--- config.mk ---
export PLATFORM = sky130hd
export DESIGN_NAME = capi_mmio_doorbell
export DESIGN_NICKNAME = d
export VERILOG_FILES = /design/src/rtl/capi_mmio_doorbell_pkg.sv /design/src/rtl/capi_mmio_doorbell_chan.sv /design/src/rtl/capi_mmio_doorbell.sv
export SDC_FILE = /design/constraint.sdc
export NUM_CORES = 1
export LEC_CHECK = 0
export ABC_AREA = 1
export BUFFER_PORTS_ARGS = -buffer_cell sky130_fd_sc_hd__buf_4
export CORE_MARGIN = 1.5
export CORE_UTILIZATION = 40
export CTS_CLUSTER_DIAMETER = 100
export DETAILED_ROUTE_END_ITERATION = 16
export PLACE_DENSITY = 0.68
export SYNTH_ARGS = -nofsm -noshare
export SYNTH_HDL_FRONTEND = slang
export SYNTH_SLANG_ARGS = --single-unit
--- constraint.sdc ---
create_clock -name clk -period 3.7 [get_ports clk]
set_input_delay 0.74 -clock clk [delete_from_list [all_inputs] [get_ports clk]]
set_output_delay 0.74 -clock clk [all_outputs]
set_load 0.02 [all_outputs]
--- src/rtl/capi_mmio_doorbell_pkg.sv ---
// Shared constants and helpers for the multi-channel MMIO doorbell.
// Op select lives in the top word-address bit; per-channel params are packed LSB-first.
package capi_mmio_doorbell_pkg;

    localparam logic DB_OP_RING  = 1'b0;
    localparam logic DB_OP_CLEAR = 1'b1;

    typedef struct packed {
        logic ring;
        logic clr;
    } db_hit_t;

    // Channel c of a packed per-channel vector starts at bit c*width.
    function automatic int unsigned db_slice_lsb(input int unsigned chan, input int unsigned width);
        return chan * width;
    endfunction

endpackage

--- src/rtl/capi_mmio_doorbell_chan.sv ---
// One doorbell channel: address decode, stage-1 hit registers, pending counter and sticky overflow.
module capi_mmio_doorbell_chan
    import capi_mmio_doorbell_pkg::*;
#(
    parameter int unsigned           addr_width = 25,
    parameter logic [addr_width-2:0] addr       = '0,
    parameter logic [addr_width-2:0] addr_mask  = '0,
    parameter int unsigned           cnt_width  = 4
) (
    input  logic                  clk,
    input  logic                  reset_n,
    input  logic [addr_width-1:0] wa,
    input  logic                  we,
    input  logic                  trig_r,
    output logic                  trig,
    output logic                  trig_v,
    output logic [cnt_width-1:0]  pend_cnt,
    output logic                  ovf
);

    localparam logic [cnt_width-1:0] CNT_MAX = '1;

    db_hit_t              hit_d;
    db_hit_t              hit_q;
    logic                 match;
    logic                 pop;
    logic [cnt_width-1:0] cnt_q;
    logic                 ovf_q;

    assign match = ((~addr_mask & wa[addr_width-2:0]) == addr);

    always_comb begin
        hit_d = '0;
        if (we && match) begin
            hit_d.ring = (wa[addr_width-1] == DB_OP_RING);
            hit_d.clr  = (wa[addr_width-1] == DB_OP_CLEAR);
        end
    end

    always_ff @(posedge clk) begin
        if (!reset_n) begin
            hit_q <= '0;
        end else begin
            hit_q <= hit_d;
        end
    end

    assign pop = trig_v & trig_r;

    // A ring and a pop in the same edge cancel, so a saturated counter under
    // steady drain neither moves nor flags an overflow.
    always_ff @(posedge clk) begin
        if (!reset_n) begin
            cnt_q <= '0;
            ovf_q <= 1'b0;
        end else if (hit_q.clr) begin
            cnt_q <= '0;
            ovf_q <= 1'b0;
        end else if (hit_q.ring && pop) begin
            cnt_q <= cnt_q;
        end else if (hit_q.ring) begin
            if (cnt_q == CNT_MAX) begin
                ovf_q <= 1'b1;
            end else begin
                cnt_q <= cnt_q + 1'b1;
            end
        end else if (pop) begin
            cnt_q <= cnt_q - 1'b1;
        end
    end

    assign trig     = hit_q.ring;
    assign trig_v   = (cnt_q != '0);
    assign pend_cnt = cnt_q;
    assign ovf      = ovf_q;

endmodule

--- src/rtl/capi_mmio_doorbell.sv ---
// Multi-channel MMIO doorbell: one decoder/counter per channel, outputs packed LSB-first.
module capi_mmio_doorbell
    import capi_mmio_doorbell_pkg::*;
#(
    parameter int unsigned                         channels   = 4,
    parameter int unsigned                         addr_width = 25,
    parameter logic [channels*(addr_width-1)-1:0]  addrs      = '0,
    parameter logic [channels*(addr_width-1)-1:0]  addr_masks = '0,
    parameter int unsigned                         cnt_width  = 4
) (
    input  logic                           clk,
    input  logic                           reset_n,
    input  logic [addr_width-1:0]          wa,
    input  logic                           we,
    output logic [channels-1:0]            trig,
    output logic [channels-1:0]            trig_v,
    input  logic [channels-1:0]            trig_r,
    output logic [channels*cnt_width-1:0]  pend_cnt,
    output logic [channels-1:0]            ovf
);

    localparam int unsigned AB_W = addr_width - 1;

    for (genvar c = 0; c < channels; c++) begin : g_chan
        capi_mmio_doorbell_chan #(
            .addr_width (addr_width),
            .addr       (addrs[db_slice_lsb(c, AB_W) +: AB_W]),
            .addr_mask  (addr_masks[db_slice_lsb(c, AB_W) +: AB_W]),
            .cnt_width  (cnt_width)
        ) u_chan (
            .clk      (clk),
            .reset_n  (reset_n),
            .wa       (wa),
            .we       (we),
            .trig_r   (trig_r[c]),
            .trig     (trig[c]),
            .trig_v   (trig_v[c]),
            .pend_cnt (pend_cnt[db_slice_lsb(c, cnt_width) +: cnt_width]),
            .ovf      (ovf[c])
        );
    end

endmodule
==> results of run 1 <==
state kept, by name, indices dropped and copies added (netlist names):
| name | flops |
|---|---|
| g_chan.u_chan.pend_cnt | 16 |
| g_chan.u_chan.trig | 1 |
| g_chan.u_chan.ovf | 4 |
| g_chan.u_chan.hit_q | 1 |
per-stage QoR:
step           hold slack, ps  area, um2  utilization
2_1_floorplan             430       1730            -
3_3_place_gp              442       2100        0.513
3_5_place_dp              445       2100        0.513
4_1_cts                   459       2150        0.527
5_1_grt                   487       2150        0.527
6_report                  455       2150        0.527
placed cells by master (no fill, tap or decap), types with 3 or more instances in the layout:
| master | count |
|---|---|
| nor2_1 | 62 |
| buf_4 | 59 |
| nand2_1 | 51 |
| nand3_1 | 29 |
| dfxtp_1 | 22 |
| inv_1 | 20 |
| nand2_2 | 9 |
| a21oi_1 | 8 |
| ha_1 | 8 |
| nand3_2 | 6 |
| nand4_1 | 5 |
| nor2_2 | 4 |
| xnor2_1 | 4 |
| fa_1 | 4 |
| clkbuf_8 | 4 |
| nor2_4 | 3 |
| o21ai_0 | 3 |
worst paths after layout:
| path | startpoint | endpoint | cells after the start |
|---|---|---|---|
| worst min-delay path | g_chan[2].u_chan.ovf | g_chan[2].u_chan.ovf | 2 |
| worst max-delay path | g_chan[0].u_chan.trig | trig[1] | 1 |
| worst max register to register | g_chan[0].u_chan.trig | g_chan[0].u_chan.pend_cnt[3] | 8 |
| worst min register to register | g_chan[2].u_chan.ovf | g_chan[2].u_chan.ovf | 2 |
final cells by class:
type / count / area share
tap: 50 / 0.0291
multi-input combinational: 199 / 0.495
clock buffer: 4 / 0.0256
inverter: 21 / 0.0401
sequential: 22 / 0.205
timing repair buffer: 59 / 0.206
synth_stat cells, drive strengths merged:
master,number,area share
ha,8,0.058
or2,1,0.0036
inv,21,0.050
nand2,60,0.14
fa,4,0.046
nand3,35,0.12
o21ai,3,0.0087
nand3b,1,0.0043
a21oi,8,0.023
nor2,69,0.17
buf,16,0.078
a31oi,1,0.0036
xnor2,4,0.020
dfxtp,22,0.26
nand4,5,0.018
power by group:
| part | total [uW] | internal [uW] | switching [uW] | leakage [uW] |
|---|---|---|---|---|
| Combinational | 587 | 256 | 331 | 0.000815 |
| Clock | 179 | 94.9 | 84.3 | 0.0000288 |
| Sequential | 356 | 280 | 76.1 | 0.000180 |
| Total | 1120 | 631 | 491 | 0.00102 |
logic make-up (layout without fill, tap and decap cells):
family,after synthesis,after routing,synth area share
AND/OR/NAND/NOR,171,171,0.457
buffers and inverters,37,84,0.128
XOR/XNOR,4,4,0.0203
flip-flops,22,22,0.255
AO/OA/AOI/OAI,12,12,0.0355
adder cells (fa/ha/maj),12,12,0.104
routing by layer:
layer / vias up / part of all wire
met1: 737 / 0.46
met2: 58 / 0.47
li1: 906 / -
met3: 4 / 0.063
met4: 0 / 0.012
met5: - / 0
==> flow_summary.yaml, run 1 <==
final_layout:
  antenna_cells: 0
  multiInputGateArea_um2: 1070
  synthToLayoutAreaGrowth_pct: 24.7
  regArea_um2: 440
  layout-drive-gt1-share: 0.285
  final_nets: 350
  n_fill_cell: 421
  final_cells: 355
timing:
  min_period_ps: 2230
  max_slew_margin: 0.348
  rsz0062_at_grt: "no"
  setup_slack_ps: 1470
  period_share: 0.603
  hold_violations: 0
  max_freq_ghz: 0.448
  setup_violations: 0
  tns_ps: 0
  skew_ps: 6.10
  worst_slew_pin_slew_ps: 975
  final_max_slew_viol_count: 0
grt:
  grt_use_met1: 0.203
  grt_pass1_wl_mm: 6.13
  use_met3: 0.0244
  grt_usage: 0.167
  overflow: 0
  antenna_found_initial: 0
  grt_max_degree: 25
  grt-busiest-layer: "met2"
  grt_pass1_vias: 1548
  grt_use_met2: 0.299
critical_path:
  cp_num_buf_inv: 1
  cpLargestDelayFamily: "flip-flops"
  slowest_stage: "dfxtp_1"
  arrival_ps: 1490
  cp_max_fo: 22
  crit_type: "reg2out"
  cp-start-kind: "flop"
  crit_path_cell_trace: "buf_4"
  cp_data_required_time_ps: 2960
  cp-end-kind: "primary output"
  r2r_slack_ps: 1510
  max_stage_delay_ps: 940
routing:
  remaining_drc_errors: 0
  wl_per_cell_um: 10.4
  wirelength_mm: 3.69
  num_vias: 1705
  dr.pass1.iters: 4
  ant_nets: 0
  drtIter0Drc: 152
  vias_per_cell: 4.80
min_path:
  hold_path_class: "reg2reg"
clock_tree:
  cts_buffers: 3
  insertion_delay_ps: 260
  ctsHoldBuffers: 0
  cts_tree: "done"
  htreeDepth: 1
  root_buffer: "clkbuf_8"
  post-cts-setup-buffers: 0
  clk_pin_slew_ps: 90
  cts_buffer_depth: 2
  cts_resized: 0
  clock_sinks: 22
job:
  cap_violations: 0
synth:
  synth_area_um2: 1730
  yosysSeqAreaShare: 0.255
  yosysWarningCount: 0
  syn_nets: 302
  synth_area_per_cell_um2: 6.69
  synth_cells: 258
  synth_seq_cells: 22
  synth.distinct_cells: 23
power_and_ir_drop:
  p_total_uw: 1120
  total_leakage_power_uw: 0.00102
  ir_drop_uv: 178
  p_per_area_nw_per_um2: 521
place:
  port_buffers: 59
  placedCellCount: 351
  dpl.hpwl_mm: 2.86
  gp_congestion: 0.801
  pre_cts_ws_ps: 1530
floorplanning:
  core_um2: 4090
  ioPinCount: 60
  rows: 23
  die_w_um: 68.7
  dieHeight_um: 68.7
  start_util: 0.423
  dieArea_um2: 4720
run_status:
  run_status: "finished clean"
(Power assumes the default switching activity.)
==> inputs of run 2 (changes only) <==
==> constraint.sdc (replaced) <==
create_clock -name clk -period 2.1 [get_ports clk]
set_input_delay 0.42 -clock clk [delete_from_list [all_inputs] [get_ports clk]]
set_output_delay 0.42 -clock clk [all_outputs]
set_load 0.02 [all_outputs]
==> run 2 against run 1 <==
Sequential cell count stayed put. Clock power is 74% higher. Setup slack worse by 980 ps. Highest routed layer unchanged.
==> flow_summary.yaml, run 2 (synthesized netlist as in run 1, its figures left out) <==
floorplanning:
  core_um2: 4090
  die_w_um: 68.7
  ioPinCount: 60
  rows: 23
  dieArea_um2: 4720
  start_util: 0.423
  dieHeight_um: 68.7
critical_path:
  cp_num_buf_inv: 2
  cp_num_cells: 2
  r2r_end: "g_chan[0].u_chan.pend_cnt[3]"
  cp-end-kind: "primary output"
  cp_data_required_time_ps: 1680
  cp_max_fo: 21
  cpLargestDelayFamily: "buffers and inverters"
  cp-start-kind: "flop"
  crit_path_cell_trace: "buf_4 -> buf_4"
  slowest_stage: "dfxtp_1"
  crit_top_cell: "buf_4"
  r2r_slack_ps: 550
  max_stage_delay_ps: 430
  worst_r2r_path_depth: 8
  arrival_ps: 1190
  reg2reg_from: "g_chan[0].u_chan.trig"
  crit_type: "reg2out"
clock_tree:
  post-cts-setup-buffers: 0
  cts_buffers: 3
  ctsHoldBuffers: 0
  cts_resized: 0
  insertion_delay_ps: 270
  cts_buffer_depth: 2
  clk_pin_slew_ps: 80
  root_buffer: "clkbuf_8"
  cts_tree: "done"
  clock_sinks: 22
  htreeDepth: 1
grt:
  grt_pass1_vias: 1482
  grt_max_degree: 25
  grt_use_met2: 0.281
  grt-busiest-layer: "met2"
  use_met3: 0.0195
  grt_usage: 0.168
  grt_pass1_wl_mm: 6.07
  antenna_found_initial: 0
  overflow: 0
  grt_use_met1: 0.220
min_path:
  hold_start: "wa[24]"
  hold_path_class: "in2reg"
  hold_depth: 2
  holdPathEnd: "g_chan[0].u_chan.trig"
timing:
  setup_violations: 0
  hold_violations: 0
  max_slew_margin: 0.665
  worst_slew_pin_slew_ps: 501
  final_max_slew_viol_count: 0
  min_period_ps: 1610
  max_freq_ghz: 0.622
  skew_ps: 4.37
  period_share: 0.766
  rsz0062_at_grt: "no"
  tns_ps: 0
final_layout:
  design_area_um2: 2180
  largest_reg_flops: 16
  final_nets: 353
  synthToLayoutAreaGrowth_pct: 26.0
  antenna_cells: 0
  final_cell_mix: "nor2_1, buf_4, nand2_1"
  layout-drive-gt1-share: 0.292
routing:
  drtIter0Drc: 89
  remaining_drc_errors: 0
  dr.pass1.iters: 4
  ant_nets: 0
  wirelength_mm: 3.62
  vias_per_cell: 4.85
  num_vias: 1738
  wl_per_cell_um: 10.1
place:
  placedInstanceArea_um2: 2120
  dpl.hpwl_mm: 2.89
  port_buffers: 59
  gp_congestion: 0.853
power_and_ir_drop:
  power_frac_comb: 0.522
  total_leakage_power_uw: 0.00104
  pwr-share-clk: 0.159
  p_int_uw: 1110
  p_per_area_nw_per_um2: 904
  p_seq_frac: 0.320
  p_total_uw: 1970
  ir_drop_uv: 310
  power.switching_uw: 853
  p_sw_frac: 0.433
run_status:
  run_status: "finished clean"
job:
  cap_violations: 0
## run 2: changes by cell type in the layout (fill, tap and decap cells not counted)
cell / delta
buf_4: +3
## run 2: metal layers
layer | up-vias | share of wire
met3 | 4 | 0.055
li1 | 914 | -
met4 | 0 | 0.016
met2 | 54 | 0.48
met5 | - | 0
met1 | 766 | 0.45
## run 2: power by group through the flow
stage	registers [uW]	logic [uW]	clock network, uW
finish	629	1030	312
global route	650	1170	347
CTS	633	1040	330
detailed placement	643	1040	0
global placement	642	1020	0
floorplan	702	687	0
## run 2: worst reg2reg max path: stages, from the launching register on
cell and delay, ps:
dfxtp_1 430, inv_8 120, ha_1 320, or2_2 290
nand2_1 70, nand2_1 50, nand2_1 50, nand2_1 50
a21oi_1 110
## run 2: worst max path at each step
stage                                    to  slack [ps]             startpoint
5_1_grt        g_chan[3].u_chan.pend_cnt[3]         400  g_chan[0].u_chan.trig
3_5_place_dp   g_chan[0].u_chan.pend_cnt[3]         560  g_chan[0].u_chan.trig
2_1_floorplan  g_chan[0].u_chan.pend_cnt[3]         460  g_chan[0].u_chan.trig
4_1_cts                             trig[0]         470  g_chan[0].u_chan.trig
3_3_place_gp   g_chan[0].u_chan.pend_cnt[3]         600  g_chan[0].u_chan.trig
6_report                            trig[0]         490  g_chan[0].u_chan.trig
## run 2: area by class of cell
class	instances	area [um2]
Tap cell	50	62.6
Clock buffer	4	55.1
Sequential cell	22	440
Multi-Input combinational cell	199	1070
Timing Repair Buffer	62	465
Inverter	21	86.3
Fill cell	419	1910
## run 2: metrics by stage
stage          worst slack (ps)   util  hold slack, ps  cells
3_5_place_dp                560  0.519             445    354
6_report                    492  0.532             311    358
2_1_floorplan               458      -             430    258
4_1_cts                     472  0.532             300    358
5_1_grt                     401  0.532             304    358
3_3_place_gp                603  0.519             442    354
